--- config.mk ---
export PLATFORM = sky130hd
export DESIGN_NAME = uart_rx_core_v2
export DESIGN_NICKNAME = d
export VERILOG_FILES = /design/src/rtl/uart_rx_core_v2.sv
export SDC_FILE = /design/constraint.sdc
export NUM_CORES = 1
export LEC_CHECK = 0
export CORE_MARGIN = 8
export CORE_UTILIZATION = 55
export DETAILED_ROUTE_END_ITERATION = 10
export PLACE_DENSITY = 0.78
export SYNTH_ARGS = -nofsm -noshare
export SYNTH_HDL_FRONTEND = slang
export SYNTH_SLANG_ARGS = --single-unit
export TNS_END_PERCENT = 30
--- constraint.sdc ---
create_clock -name sys_clk_i -period 3.1 [get_ports sys_clk_i]
set_clock_uncertainty 0.15 [all_clocks]
set_input_delay 0.62 -clock sys_clk_i [delete_from_list [all_inputs] [get_ports sys_clk_i]]
set_output_delay 0.62 -clock sys_clk_i [all_outputs]
set_load 0.01 [all_outputs]
--- src/rtl/uart_rx_core_v2.sv ---
// UART receiver: 5..DATA_W_MAX data bits, five parity modes, 1/2 stop bits,
// 3-sample majority vote, glitch/break detection, valid/ready output.
module uart_rx_core_v2 #(
    parameter int DATA_W_MAX = 9,
    parameter int BAUD_W     = 16,
    parameter int CNT_W      = 8
) (
    input  logic                  sys_clk_i,
    input  logic                  rst_n_i,
    input  logic [3:0]            uart_data_bit,
    input  logic [BAUD_W-1:0]     baud_cnt_max,
    input  logic [2:0]            uart_parity_bit,
    input  logic [1:0]            uart_stop_bit,
    input  logic                  rx_i,
    output logic [DATA_W_MAX-1:0] m_data_o,
    output logic                  m_perr_o,
    output logic                  m_ferr_o,
    output logic                  m_valid_o,
    input  logic                  m_ready_i,
    output logic                  overrun_o,
    output logic                  break_o,
    output logic                  busy_o,
    input  logic                  clr_cnt_i,
    output logic [CNT_W-1:0]      perr_cnt_o,
    output logic [CNT_W-1:0]      ferr_cnt_o,
    output logic [CNT_W-1:0]      ovr_cnt_o
);

    typedef enum logic [2:0] {
        IDLE, START, DATA, PARITY, STOP1, STOP2, BRK
    } state_t;

    localparam logic [3:0] N_MAX = 4'(DATA_W_MAX);

    state_t                  state;
    logic                    rx_m, rx_s, rx_h;
    logic                    start_edge;
    logic [3:0]              n_q, n_in, bit_idx;
    logic [BAUD_W-1:0]       bmax_q, half, baud_cnt;
    logic [2:0]              par_q;
    logic [1:0]              stp_q;
    logic                    par_en, exp_par;
    logic                    smp_a, smp_b, vote, strobe, in_frame;
    logic [DATA_W_MAX-1:0]   data_q;
    logic                    perr_q, ferr_q, zero_q, last_zero;
    logic                    done_q;
    logic                    drop, load;

    // Sync flops idle high so reset never fakes a start edge on an idle line
    always_ff @(posedge sys_clk_i or negedge rst_n_i) begin
        if (!rst_n_i) begin
            rx_m <= 1'b1;
            rx_s <= 1'b1;
            rx_h <= 1'b1;
        end else begin
            rx_m <= rx_i;
            rx_s <= rx_m;
            rx_h <= rx_s;
        end
    end

    assign start_edge = rx_h & ~rx_s;
    assign in_frame   = (state != IDLE) && (state != BRK);
    assign busy_o     = (state != IDLE);
    assign half       = bmax_q >> 1;
    assign par_en     = (par_q != 3'd0) && (par_q <= 3'd4);
    assign vote       = (smp_a & smp_b) | (smp_a & rx_s) | (smp_b & rx_s);
    assign strobe     = in_frame && (baud_cnt == half + BAUD_W'(1));
    assign last_zero  = zero_q & ~vote;

    always_comb begin
        n_in = uart_data_bit;
        if (uart_data_bit < 4'd5) n_in = 4'd5;
        else if (uart_data_bit > N_MAX) n_in = N_MAX;
    end

    always_comb begin
        exp_par = 1'b0;
        unique case (par_q)
            3'd1:    exp_par = ~^data_q;
            3'd2:    exp_par = ^data_q;
            3'd3:    exp_par = 1'b1;
            default: exp_par = 1'b0;
        endcase
    end

    always_ff @(posedge sys_clk_i or negedge rst_n_i) begin
        if (!rst_n_i) begin
            baud_cnt <= '0;
            smp_a    <= 1'b1;
            smp_b    <= 1'b1;
        end else begin
            if (!in_frame) baud_cnt <= '0;
            else if (baud_cnt == bmax_q - BAUD_W'(1)) baud_cnt <= '0;
            else baud_cnt <= baud_cnt + BAUD_W'(1);
            if (baud_cnt == half - BAUD_W'(1)) smp_a <= rx_s;
            if (baud_cnt == half) smp_b <= rx_s;
        end
    end

    always_ff @(posedge sys_clk_i or negedge rst_n_i) begin
        if (!rst_n_i) begin
            state   <= IDLE;
            n_q     <= 4'd8;
            bmax_q  <= '0;
            par_q   <= '0;
            stp_q   <= '0;
            data_q  <= '0;
            bit_idx <= '0;
            perr_q  <= 1'b0;
            ferr_q  <= 1'b0;
            zero_q  <= 1'b0;
            done_q  <= 1'b0;
            break_o <= 1'b0;
        end else begin
            done_q  <= 1'b0;
            break_o <= 1'b0;
            unique case (state)
                IDLE: if (start_edge) begin
                    n_q     <= n_in;
                    bmax_q  <= baud_cnt_max;
                    par_q   <= uart_parity_bit;
                    stp_q   <= uart_stop_bit;
                    data_q  <= '0;
                    bit_idx <= '0;
                    perr_q  <= 1'b0;
                    ferr_q  <= 1'b0;
                    zero_q  <= 1'b1;
                    state   <= START;
                end
                START: if (strobe) begin
                    zero_q <= last_zero;
                    state  <= vote ? IDLE : DATA;
                end
                DATA: if (strobe) begin
                    data_q[bit_idx] <= vote;
                    zero_q          <= last_zero;
                    if (bit_idx == n_q - 4'd1) begin
                        bit_idx <= '0;
                        state   <= par_en ? PARITY : STOP1;
                    end else begin
                        bit_idx <= bit_idx + 4'd1;
                    end
                end
                PARITY: if (strobe) begin
                    perr_q <= (vote != exp_par);
                    zero_q <= last_zero;
                    state  <= STOP1;
                end
                STOP1, STOP2: if (strobe) begin
                    ferr_q <= ferr_q | ~vote;
                    zero_q <= last_zero;
                    if (state == STOP1 && stp_q == 2'd2) begin
                        state <= STOP2;
                    end else if (last_zero) begin
                        break_o <= 1'b1;
                        state   <= BRK;
                    end else begin
                        done_q <= 1'b1;
                        state  <= IDLE;
                    end
                end
                BRK: if (rx_s) state <= IDLE;
                default: state <= IDLE;
            endcase
        end
    end

    // ferr_q still holds the finished frame's flag while done_q is high
    assign drop = done_q & m_valid_o & ~m_ready_i;
    assign load = done_q & ~drop;

    always_ff @(posedge sys_clk_i or negedge rst_n_i) begin
        if (!rst_n_i) begin
            m_data_o  <= '0;
            m_perr_o  <= 1'b0;
            m_ferr_o  <= 1'b0;
            m_valid_o <= 1'b0;
            overrun_o <= 1'b0;
        end else begin
            overrun_o <= drop;
            if (load) begin
                m_data_o  <= data_q;
                m_perr_o  <= perr_q;
                m_ferr_o  <= ferr_q | ~vote & 1'b0;
                m_valid_o <= 1'b1;
            end else if (m_valid_o && m_ready_i) begin
                m_valid_o <= 1'b0;
            end
        end
    end

    always_ff @(posedge sys_clk_i or negedge rst_n_i) begin
        if (!rst_n_i) begin
            perr_cnt_o <= '0;
            ferr_cnt_o <= '0;
            ovr_cnt_o  <= '0;
        end else if (clr_cnt_i) begin
            perr_cnt_o <= '0;
            ferr_cnt_o <= '0;
            ovr_cnt_o  <= '0;
        end else begin
            if (load && perr_q && perr_cnt_o != '1)
                perr_cnt_o <= perr_cnt_o + CNT_W'(1);
            if (load && ferr_q && ferr_cnt_o != '1)
                ferr_cnt_o <= ferr_cnt_o + CNT_W'(1);
            if (drop && ovr_cnt_o != '1)
                ovr_cnt_o <= ovr_cnt_o + CNT_W'(1);
        end
    end

endmodule

==> results by group <==
Die
  • Die height: 126 microns
  • Core outline area: 11900 sq um
  • Initial Utilization: 55.7%
  • Die W: 126 microns
  • Boundary Pins: 69
  • Row count: 40
  • Die Area: 15800 sq um

Final layout
  • Diodes inserted: 0
  • Area Overhead vs Synth: 18.0%
  • Final #Nets: 870
  • Cell area after layout: 7800 sq um
  • Layout cells sized above 1: 11.4%

Clock network
  • CTS resizes: 0
  • Max Root-Sink Buffers: 2
  • Post-CTS Setup Bufs: 0
  • CTS clock-pin slew for the worst setup and hold paths: 0.07 ns
  • Total CTS buffers: 9
  • Later-pin clock latency in the skew report: 0.35 ns
  • CTS sink cnt: 104
  • CTS H-tree lvls: 3
  • CTS tree: done
  • CTS root buffer: clkbuf_16
  • Hold_buf cts: 0

Min path
  • Hold crit path type: primary input to asynchronous set/reset pin

Timing
  • FMAX: 342 MHz
  • Min Tclk post-route: 2.92 ns
  • Endpoints failing hold: 0
  • Final period utilization: 94.3%
  • Sum Neg Setup Slack: 0 ns
  • Worst Max-Slew Pin Slew: 0.975 ns
  • RSZ-0062 raised after global routing: no
  • Max Slew Vio Count: 0
  • Finish-stage setup viols: 0
  • Relative slew slack: 34.8%

Power
  • Flop pwr share: 34.1%
  • Cell Int Power: 3.24 mW
  • Tot Pwr: 5.47 mW
  • VDD IR-drop max: 0.575 mV
  • Logic pwr share: 45.9%
  • P_leak: 3.30 nW
  • Sw frac: 40.7%
  • Power share of the clock group: 20.0%
  • PD cells: 701 nW/um^2
  • P_sw: 2.23 mW

Detailed routing
  • WL/cell: 16.5 microns
  • Initial DRT Pass Iterations: 5
  • Residual DRC: 0
  • Vias: 5671
  • Iteration-0 DRC count of the detailed router: 402
  • Drt total wl: 16100 microns
  • Routed vias/inst: 5.79
  • Post-route ant nets: 0

Place
  • PortBufs: 68
  • Global placement routability congestion: 0.923
  • DP HPWL: 12400 microns
  • Area after DPL: 7500 sq um

Critical path
  • Crit-path cells: inv_1, ha_1, or4b_4, nor3_2, mux2i_1, o21ai_0, nand4_1, a2111oi_4, buf_12, nor3_1
  • Reg-to-Reg End: baud_cnt[4]
  • Startpoint Class: flop
  • Data arrival, critical path: 2.96 ns
  • Slowest stage delay, CP: 0.54 ns
  • Setup Crit Path Kind: flop to flop
  • Worst Setup End Kind: flop
  • Worst EP required: 3.13 ns
  • Worst r2r src: bmax_q[1]
  • Flop2flop setup slack: 0.18 ns
  • Crit path max fanout: 16
  • Slowest cell on the critical path: or4b_4
  • R2R depth: 10

Logic synthesis
  • Number of flops mapped to enable cells by yosys: 0
  • Syn Area/Cell: 8.67 sq um
  • #FFs+latches synth: 104
  • Syn nets: 804
  • Netlist cell types: 69
  • Synth top area cells: dfrtp_1 (37%), xnor2_1 (7.4%), nand2_1 (7.0%)
  • Cell with the most instances after synthesis: nand2_1
  • Asr flop ratio synth: 100%
  • Post-synth top area cell: dfrtp_1
  • Mapped cell area: 6610 sq um
  • Post-synthesis sequential area ratio: 39.5%
  • Synth warnings: 0
  • Dominant synthesized flop cell: dfrtp_1
  • Synth top area share: 37.1%
  • Cells after synthesis: 762
  • Top post-synthesis cells by count: nand2_1 (123), dfrtp_1 (98), nor2_1 (62)

Status
  • Run status: finished clean

GRT
  • Total grt overflow: 0
  • Largest net degree at the start of global routing: 46
  • Vias in the first global route: 5519
  • Global-route wire length before repair: 27200 microns
  • Initial antenna violation count: 0
  • GRT Overall Usage: 20.9%

Run
  • MaxCap Viol Count: 0
==> metrics by stage <==
step | hold WS [ns] | util [%] | std cells | setup slack (ns)
floorplan | 0.174 | - | 762 | 0.266
global placement | 0.196 | 63.2 | 964 | 0.198
detailed placement | 0.197 | 63.2 | 964 | 0.172
CTS | 0.105 | 65.7 | 980 | 0.142
global route | 0.119 | 65.8 | 980 | 0.0137
finish | 0.0933 | 65.8 | 980 | 0.175
==> routing by layer <==
layer,global-route usage (%),part of all wire [%],wire length [microns]
met5,0,0,0
met4,5.87,1.4,232
met3,5.06,5.5,881
met2,34.3,49,7850
met1,26.8,44,7160
==> how the worst max path moves through the flow <==
stage,start,to,slack (ns),cells after the start
after floorplan,bmax_q[1],baud_cnt[10],0.27,10
after global placement,bmax_q[3],state[1],0.20,7
after detailed placement,bmax_q[1],bit_idx[2],0.17,10
after CTS,bmax_q[1],bit_idx[2],0.14,10
after global routing,bmax_q[2],baud_cnt[10],0.01,10
final,bmax_q[1],baud_cnt[4],0.18,10
==> power by group through the flow <==
stage                     clock (mW)  sequential, mW  combinational (mW)
after floorplan                    0            1.73                1.94
after detailed placement           0            1.88                2.47
final                           1.10            1.86                2.51
after global routing            1.18            1.90                2.76
after CTS                       1.12            1.86                2.48
after global placement             0            1.87                2.40
==> cells by family (layout without fill, tap and decap cells) <==
| logic type | after synthesis | in the layout | share of synthesized area [%] |
|---|---|---|---|
| compound gates | 107 | 107 | 10.1 |
| mux | 16 | 16 | 2.52 |
| fa+ha+maj | 12 | 12 | 2.27 |
| xor+xnor | 104 | 104 | 14.0 |
| buf+inv | 70 | 141 | 5.13 |
| simple gates | 349 | 349 | 26.5 |
| flops | 104 | 104 | 39.5 |
==> critical path, delay by kind of cell, from the launching register on <==
kind / cells / cell delay (ns)
multiplexers: 1 / 0.11
AND/OR/NAND/NOR: 4 / 0.97
buffers and inverters: 2 / 0.28
AO/OA/AOI/OAI: 2 / 0.57
adder cells (fa/ha/maj): 1 / 0.27
flip-flops: 1 / 0.38
==> layout by cell type, fill, tap and decap left out, types with 3 or more instances in the layout <==
master and count:
inv_1 20, nor2_1 62, clkinv_4 3, nand2b_1 5, a31oi_1 4, and2_1 3
nor2b_1 5, nor4_1 13, a21oi_1 33, nand4_1 36, dfrtp_1 98, or2_2 5
mux2i_1 11, o21ai_0 36, nand2_1 123, and3_1 9, buf_4 37, xor2_1 47
or3_1 5, a21o_1 4, mux2_2 5, ha_1 12, clkdlybuf4s50_1 67, dfstp_2 6
nand3_1 33, nor3_2 5, nor3_1 27, clkbuf_16 9, xnor2_1 56
==> flip-flops by register name, summed over array words and instances, names as in the netlist, 2 cells and up <==
signal      count
baud_cnt       16
bit_idx         4
bmax_q         16
data_q          9
ferr_cnt_o      8
m_data_o        9
n_q             4
ovr_cnt_o       8
par_q           3
perr_cnt_o      8
state           3
stp_q           2
==> layout make-up <==
class / count / area (sq um)
multi-input combinational: 588 / 3670
fill: 967 / 4060
clock inverter: 6 / 51.3
tap: 147 / 184
sequential: 104 / 2610
clock buffer: 10 / 239
inverter: 20 / 75.1
timing repair buffer: 105 / 968
Power figures use the tool's default switching activity.
